--- config.mk ---
export PLATFORM = sky130hd
export DESIGN_NAME = uart_rx
export DESIGN_NICKNAME = d
export VERILOG_FILES = /design/src/rtl/uart_pkg.sv /design/src/rtl/uart_rx_fifo.sv /design/src/rtl/uart_rx.sv
export SDC_FILE = /design/constraint.sdc
export NUM_CORES = 1
export LEC_CHECK = 0
export ABC_AREA = 1
export BUFFER_PORTS_ARGS = -buffer_cell sky130_fd_sc_hd__buf_2
export CORE_UTILIZATION = 61
export DETAILED_ROUTE_END_ITERATION = 16
export HOLD_SLACK_MARGIN = 0.1
export MAX_ROUTING_LAYER = met4
export PLACE_DENSITY = 0.78
export SLEW_MARGIN = 15
export SYNTH_ARGS = -nofsm -noshare
export SYNTH_HDL_FRONTEND = slang
export SYNTH_SLANG_ARGS = --single-unit
--- constraint.sdc ---
create_clock -name clk_i -period 4.05 [get_ports clk_i]
set_input_delay 0.2025 -clock clk_i [delete_from_list [all_inputs] [get_ports clk_i]]
set_output_delay 0.2025 -clock clk_i [all_outputs]
set_load 0.03 [all_outputs]
--- src/rtl/uart_pkg.sv ---
// Shared UART definitions: receiver/transmitter state encoding, frame constants
// and the clock-to-baud divider computation.
package uart_pkg;

   typedef enum logic [1:0] {
      IDLE  = 2'd0,
      START = 2'd1,
      DATA  = 2'd2,
      STOP  = 2'd3
   } uart_state_e;

   localparam int unsigned DATA_BITS = 8;

   function automatic int unsigned clks_per_bit(input int unsigned clk_mhz,
                                                input int unsigned baud);
      return (clk_mhz * 32'd1_000_000) / baud;
   endfunction

endpackage

--- src/rtl/uart_rx_fifo.sv ---
// Small first-word-fall-through FIFO with a registered head word; a pop and a
// push in the same cycle are both honoured even when full.
module uart_rx_fifo #(
   parameter int unsigned DEPTH = 16,
   parameter int unsigned WIDTH = 8
) (
   input  logic                     clk_i,
   input  logic                     rst_i,
   input  logic                     push_i,
   input  logic [WIDTH-1:0]         wdata_i,
   input  logic                     pop_i,
   output logic [WIDTH-1:0]         rdata_o,
   output logic                     valid_o,
   output logic [$clog2(DEPTH):0]   count_o,
   output logic                     full_c,
   output logic                     empty_c
);

   localparam int unsigned AW = $clog2(DEPTH);
   localparam int unsigned CW = AW + 1;

   logic [WIDTH-1:0] mem_q [DEPTH];
   logic [AW-1:0]    wr_ptr_q, wr_ptr_d;
   logic [AW-1:0]    rd_ptr_q, rd_ptr_d;
   logic [AW-1:0]    rd_next_c;
   logic [CW-1:0]    count_q, count_d;
   logic [WIDTH-1:0] head_q, head_d;
   logic             valid_q, valid_d;
   logic             do_push_c, do_pop_c;

   assign empty_c   = (count_q == '0);
   assign full_c    = (count_q == CW'(DEPTH));
   assign do_pop_c  = pop_i && !empty_c;
   assign do_push_c = push_i && (!full_c || do_pop_c);
   assign rd_next_c = rd_ptr_q + AW'(1);

   always_comb begin
      wr_ptr_d = wr_ptr_q;
      rd_ptr_d = rd_ptr_q;
      count_d  = count_q;
      head_d   = head_q;
      if (do_push_c) wr_ptr_d = wr_ptr_q + AW'(1);
      if (do_pop_c)  rd_ptr_d = rd_next_c;
      case ({do_push_c, do_pop_c})
         2'b10:   count_d = count_q + CW'(1);
         2'b01:   count_d = count_q - CW'(1);
         default: count_d = count_q;
      endcase
      // The incoming word becomes head when nothing older remains in storage
      if (do_push_c && (empty_c || (do_pop_c && count_q == CW'(1)))) begin
         head_d = wdata_i;
      end else if (do_pop_c && count_q > CW'(1)) begin
         head_d = mem_q[rd_next_c];
      end
      valid_d = (count_d != '0);
   end

   always_ff @(posedge clk_i) begin
      if (do_push_c) mem_q[wr_ptr_q] <= wdata_i;
   end

   always_ff @(posedge clk_i or posedge rst_i) begin
      if (rst_i) begin
         wr_ptr_q <= '0;
         rd_ptr_q <= '0;
         count_q  <= '0;
         head_q   <= '0;
         valid_q  <= 1'b0;
      end else begin
         wr_ptr_q <= wr_ptr_d;
         rd_ptr_q <= rd_ptr_d;
         count_q  <= count_d;
         head_q   <= head_d;
         valid_q  <= valid_d;
      end
   end

   assign rdata_o = head_q;
   assign valid_o = valid_q;
   assign count_o = count_q;

endmodule

--- src/rtl/uart_rx.sv ---
// 8N1 UART receiver: synchronises rxd_i, recovers bytes mid-bit and queues
// them in a FIFO with sticky overrun / framing-error flags.
module uart_rx
   import uart_pkg::*;
#(
   parameter int unsigned CLK_FREQ_MHZ = 100,
   parameter int unsigned BAUD_RATE    = 1000000,
   parameter int unsigned FIFO_DEPTH   = 16
) (
   input  logic                          clk_i,
   input  logic                          rst_i,
   input  logic                          rxd_i,
   input  logic                          rd_en_i,
   input  logic                          clr_err_i,
   output logic [7:0]                    data_o,
   output logic                          valid_o,
   output logic [$clog2(FIFO_DEPTH):0]   count_o,
   output logic                          overrun_o,
   output logic                          frame_err_o
);

   localparam int unsigned CLKS_PER_BIT = clks_per_bit(CLK_FREQ_MHZ, BAUD_RATE);
   localparam int unsigned HALF         = CLKS_PER_BIT / 2;
   localparam int unsigned CNT_W        = $clog2(CLKS_PER_BIT);
   localparam int unsigned BIT_W        = $clog2(DATA_BITS);

   if (CLKS_PER_BIT < 4) begin : g_bad_baud
      $error("uart_rx: CLKS_PER_BIT must be at least 4");
   end
   if ((FIFO_DEPTH < 2) || ((FIFO_DEPTH & (FIFO_DEPTH - 1)) != 0)) begin : g_bad_depth
      $error("uart_rx: FIFO_DEPTH must be a power of two >= 2");
   end

   logic                 sync1_q, sync2_q, rx_s;
   uart_state_e          state_q, state_d;
   logic [CNT_W-1:0]     cnt_q, cnt_d;
   logic [BIT_W-1:0]     bit_idx_q, bit_idx_d;
   logic [DATA_BITS-1:0] shreg_q, shreg_d;
   logic                 armed_q, armed_d;
   logic                 overrun_q, overrun_d;
   logic                 frame_err_q, frame_err_d;
   logic                 push_c, pop_c, set_ovr_c, set_fe_c, bit_end_c;
   logic                 fifo_full_c, fifo_empty_c;

   assign rx_s      = sync2_q;
   assign bit_end_c = (cnt_q == CNT_W'(CLKS_PER_BIT - 1));
   assign pop_c     = rd_en_i && !fifo_empty_c;

   always_comb begin
      state_d   = state_q;
      cnt_d     = cnt_q;
      bit_idx_d = bit_idx_q;
      shreg_d   = shreg_q;
      armed_d   = armed_q;
      push_c    = 1'b0;
      set_ovr_c = 1'b0;
      set_fe_c  = 1'b0;
      case (state_q)
         // Arm only once the line has been seen idle, so a held break is one event
         IDLE: begin
            if (armed_q && !rx_s) begin
               state_d = START;
               cnt_d   = '0;
            end else if (rx_s) begin
               armed_d = 1'b1;
            end
         end
         START: begin
            if (cnt_q == CNT_W'(HALF - 1)) begin
               cnt_d     = '0;
               bit_idx_d = '0;
               if (!rx_s) begin
                  state_d = DATA;
               end else begin
                  state_d = IDLE;
                  armed_d = 1'b0;
               end
            end else begin
               cnt_d = cnt_q + CNT_W'(1);
            end
         end
         DATA: begin
            if (bit_end_c) begin
               shreg_d   = {rx_s, shreg_q[DATA_BITS-1:1]};
               cnt_d     = '0;
               bit_idx_d = bit_idx_q + BIT_W'(1);
               if (bit_idx_q == BIT_W'(DATA_BITS - 1)) state_d = STOP;
            end else begin
               cnt_d = cnt_q + CNT_W'(1);
            end
         end
         STOP: begin
            if (bit_end_c) begin
               state_d = IDLE;
               armed_d = 1'b0;
               cnt_d   = '0;
               if (!rx_s) begin
                  set_fe_c = 1'b1;
               end else if (fifo_full_c && !rd_en_i) begin
                  set_ovr_c = 1'b1;
               end else begin
                  push_c = 1'b1;
               end
            end else begin
               cnt_d = cnt_q + CNT_W'(1);
            end
         end
         default: state_d = IDLE;
      endcase
      // A new error event takes priority over a simultaneous clear
      overrun_d   = set_ovr_c || (overrun_q && !clr_err_i);
      frame_err_d = set_fe_c  || (frame_err_q && !clr_err_i);
   end

   always_ff @(posedge clk_i or posedge rst_i) begin
      if (rst_i) begin
         sync1_q     <= 1'b1;
         sync2_q     <= 1'b1;
         state_q     <= IDLE;
         cnt_q       <= '0;
         bit_idx_q   <= '0;
         shreg_q     <= '0;
         armed_q     <= 1'b0;
         overrun_q   <= 1'b0;
         frame_err_q <= 1'b0;
      end else begin
         sync1_q     <= rxd_i;
         sync2_q     <= sync1_q;
         state_q     <= state_d;
         cnt_q       <= cnt_d;
         bit_idx_q   <= bit_idx_d;
         shreg_q     <= shreg_d;
         armed_q     <= armed_d;
         overrun_q   <= overrun_d;
         frame_err_q <= frame_err_d;
      end
   end

   uart_rx_fifo #(
      .DEPTH (FIFO_DEPTH),
      .WIDTH (DATA_BITS)
   ) u_fifo (
      .clk_i   (clk_i),
      .rst_i   (rst_i),
      .push_i  (push_c),
      .wdata_i (shreg_q),
      .pop_i   (pop_c),
      .rdata_o (data_o),
      .valid_o (valid_o),
      .count_o (count_o),
      .full_c  (fifo_full_c),
      .empty_c (fifo_empty_c)
   );

   assign overrun_o   = overrun_q;
   assign frame_err_o = frame_err_q;

endmodule

==> run_results.csv <==
group,metric,value,unit
clock_network,root_buffer,"clkbuf_16",
grt,grt_pass1_wl,27700,um
placed_design,numPortBuffers,20,
timing,fmax,0.362,GHz
clock_network,clk_path_buf_depth,2,
die,ios,21,
cells_and_area,drive_above_1_share,11.0,%
die,fp-row-count,40,
yosys,synth_area,0.00772,mm^2
setup_path,path_class,"reg2reg",
clock_network,worstSkewPairLatency,430,ps
yosys,ys_types,38,
placed_design,gp_congestion,0.880,
yosys,yosysWarningCount,0,
grt,grt_pass1_vias,5310,
yosys,ys_seq_area_share,65.0,%
cells_and_area,final_area,0.00856,mm^2
routing,dr.pass1.iters,6,
timing,post-route-period-util,68.2,%
yosys,yosysMostFrequentCell,"nor2_1",
cells_and_area,layout.nets,770,
die,die_w,115,um
cells_and_area,register_area,0.00502,mm^2
cells_and_area,syn_to_final_growth,10.9,%
die,start_util,63.5,%
placed_design,hpwl,10900,um
placed_design,dpl-instance-area,0.00791,mm^2
yosys,synth.ff_latch_count,175,
grt,overflow,0,
cells_and_area,fill_cells,878,
clock_network,cts_buffers,17,
timing,grt_setup_unrepaired,"no",
min_path,hold_path.class,"in2reg",
yosys,synth_common_cells,"nor2_1 (144), edfxtp_1 (128), nand2_1 (106)",
grt,grt_usage,29.8,%
timing,finalSetupViolations,0,
placed_design,place_inst,896,
setup_path,worstPathArrival,3080,ps
setup_path,end_kind,"flip-flop",
routing,wl_per_cell,18.8,um
die,die_h,115,um
clock_network,clk_pin_slew_worst_paths,60,ps
cells_and_area,antenna_cells,0,
setup_path,crit_path_start_kind,"flip-flop",
grt,antenna_found_initial,0,
cells_and_area,final_cells,931,
setup_path,worst_ep_required_time,4370,ps
clock_network,cts_sinks,175,
die,die_area,0.0131,mm^2
clock_network,cts_tree,"built",
yosys,async_flop_share,26.9,%
clock_network,cts-resized-gates,0,
power_and_ir_drop,total_power,6260,uW
timing,skew,7.11,ps
routing,viasPerCell,5.89,
power_and_ir_drop,power_density,731,mW/mm^2
die,core_area,0.0122,mm^2
timing,setup_tns,0,ps
routing,drt_iter0_drc,577,
routing,drc,0,
clock_network,cts_max_level,4,
timing,tightest_slew,1130,ps
grt,grt_max_degree,67,
cells_and_area,multi_input_area,0.00234,mm^2
flow_run,cap_violations,0,
yosys,synth.net_count,752,
timing,final.min_clock_period,2760,ps
yosys,synth_area_leaders,"edfxtp_1 (50%), dfrtp_1 (15%), nor2_1 (7.0%)",
yosys,synthFlopType,"edfxtp_1",
yosys,synth_edf_count,128,
timing,slew_headroom,24.6,%
timing,slew_violations,0,
power_and_ir_drop,leakagePower,0.00376,uW
yosys,yosysTopAreaCell,"edfxtp_1",
routing,num_vias,5487,
setup_path,critPathMaxFanout,33,
yosys,synth_top_area_share,49.8,%
yosys,syn_avg_cell_area,10.6,um^2
yosys,netlist_instances,732,
routing,final_antenna_net_count,0,
routing,wl,17500,um
power_and_ir_drop,vdd_drop_max,0.430,mV
run_status,outcome,"complete, no violations",
timing,hold_viol,0,
power breakdown:
part           internal [uW]  leakage, uW  switching [uW]  total [uW]
clock network           1050     0.000302             683        1730
logic                    717      0.00137            1640        2360
registers               2020      0.00210             143        2170
flip-flops by register name, summed over array words and instances (netlist names), 3 cells and up, named ones only:
name and count:
bit_idx_q 3, u_fifo.wr_ptr_q 4, u_fifo.rd_ptr_q 4, cnt_q 7, shreg_q 8, u_fifo.mem_q 128, u_fifo.count_o 5, u_fifo.rdata_o 8
worst max-delay path: stages (launching register included):
cell and delay, ps:
dfrtp_2 400, ha_1 290, buf_4 250, inv_1 870
nor2_1 140, o21ai_0 190, nand3_1 140, nand3_1 150
nand2_1 70, nand2_1 70, nand2_1 60
final cells by class:
cell class,instances,share of cell area (%)
clock buffers,18,5.13
clock inverters,14,2.19
inverters,59,2.59
multi-input cells,472,27.3
flip-flops and latches,175,58.7
well taps,168,2.45
repair buffers,25,1.69
metal layers:
layer | part of all wire [%] | track usage (%) | up-vias | wire [um]
met5 | 0 | - | - | 0
met4 | 2.7 | 12.4 | 0 | 476
met3 | 9.8 | 8.05 | 48 | 1730
met2 | 48 | 45.4 | 311 | 8370
met1 | 40 | 38.1 | 2614 | 6960
li1 | - | - | 2514 | -
cell families after synthesis:
| kind of cell | share of synthesized area [%] |
|---|---|
| buffers and inverters | 4.73 |
| AND/OR/NAND/NOR | 19.2 |
| multiplexers | 0.923 |
| adder cells (fa/ha/maj) | 2.43 |
| AO/OA/AOI/OAI | 6.01 |
| XOR/XNOR | 1.68 |
| flip-flops | 65.0 |
through the flow:
step / worst slack [ps] / hold slack, ps / util [%]
after floorplan: 1790 / 207 / -
after global placement: 1490 / 310 / 65.0
after detailed placement: 1410 / 309 / 65.0
after CTS: 1370 / 196 / 70.4
after global routing: 1140 / 232 / 70.4
final: 1290 / 210 / 70.4
cells in the final DEF, fill, tap and decap left out, types with 2 or more instances in the layout:
cell type / synthesis / layout
bufinv_16: 0 / 4
ha_1: 15 / 15
o22ai_1: 3 / 3
inv_1: 50 / 49
clkinv_1: 1 / 3
nand2_2: 3 / 3
edfxtp_1: 128 / 128
inv_6: 0 / 3
inv_2: 8 / 9
nand2_1: 106 / 106
a21oi_1: 7 / 7
nor2_2: 2 / 2
o21ai_0: 72 / 72
dfrtp_1: 45 / 44
o21ai_1: 2 / 2
clkinvlp_4: 0 / 2
buf_2: 14 / 20
mux2_2: 5 / 5
clkbuf_16: 0 / 17
clkinv_2: 0 / 2
nand4_1: 4 / 4
buf_4: 3 / 2
nor2_1: 144 / 144
o32ai_1: 2 / 2
dfstp_2: 2 / 2
xor2_1: 7 / 7
nand3_2: 4 / 4
dlygate4sd3_1: 0 / 3
nor3_1: 2 / 2
nand3_1: 84 / 84
path summary, 6_finish.rpt:
check	from	end	slack, ps	cells past startpoint
worst max-delay path	u_fifo.rd_ptr_q[0]	u_fifo.rdata_o[5]	1290	10
worst min-delay path	rd_en_i	u_fifo.rd_ptr_q[0]	210	3
worst max register to register	u_fifo.rd_ptr_q[0]	u_fifo.rdata_o[5]	1290	10
worst min register to register	sync1_q	rx_s	360	0
max in group asynchronous	rst_i	u_fifo.rd_ptr_q[0]	2820	3
min in group asynchronous	rst_i	u_fifo.rdata_o[1]	560	3
timing repair:
item | 4_1_cts | 5_1_grt
endpoints found under the setup margin | 0 | 0
endpoints found under the hold margin | 48 | 0
hold buffers | 3 | 0
setup buffers | 0 | 0
Power figures use the tool's default switching activity.
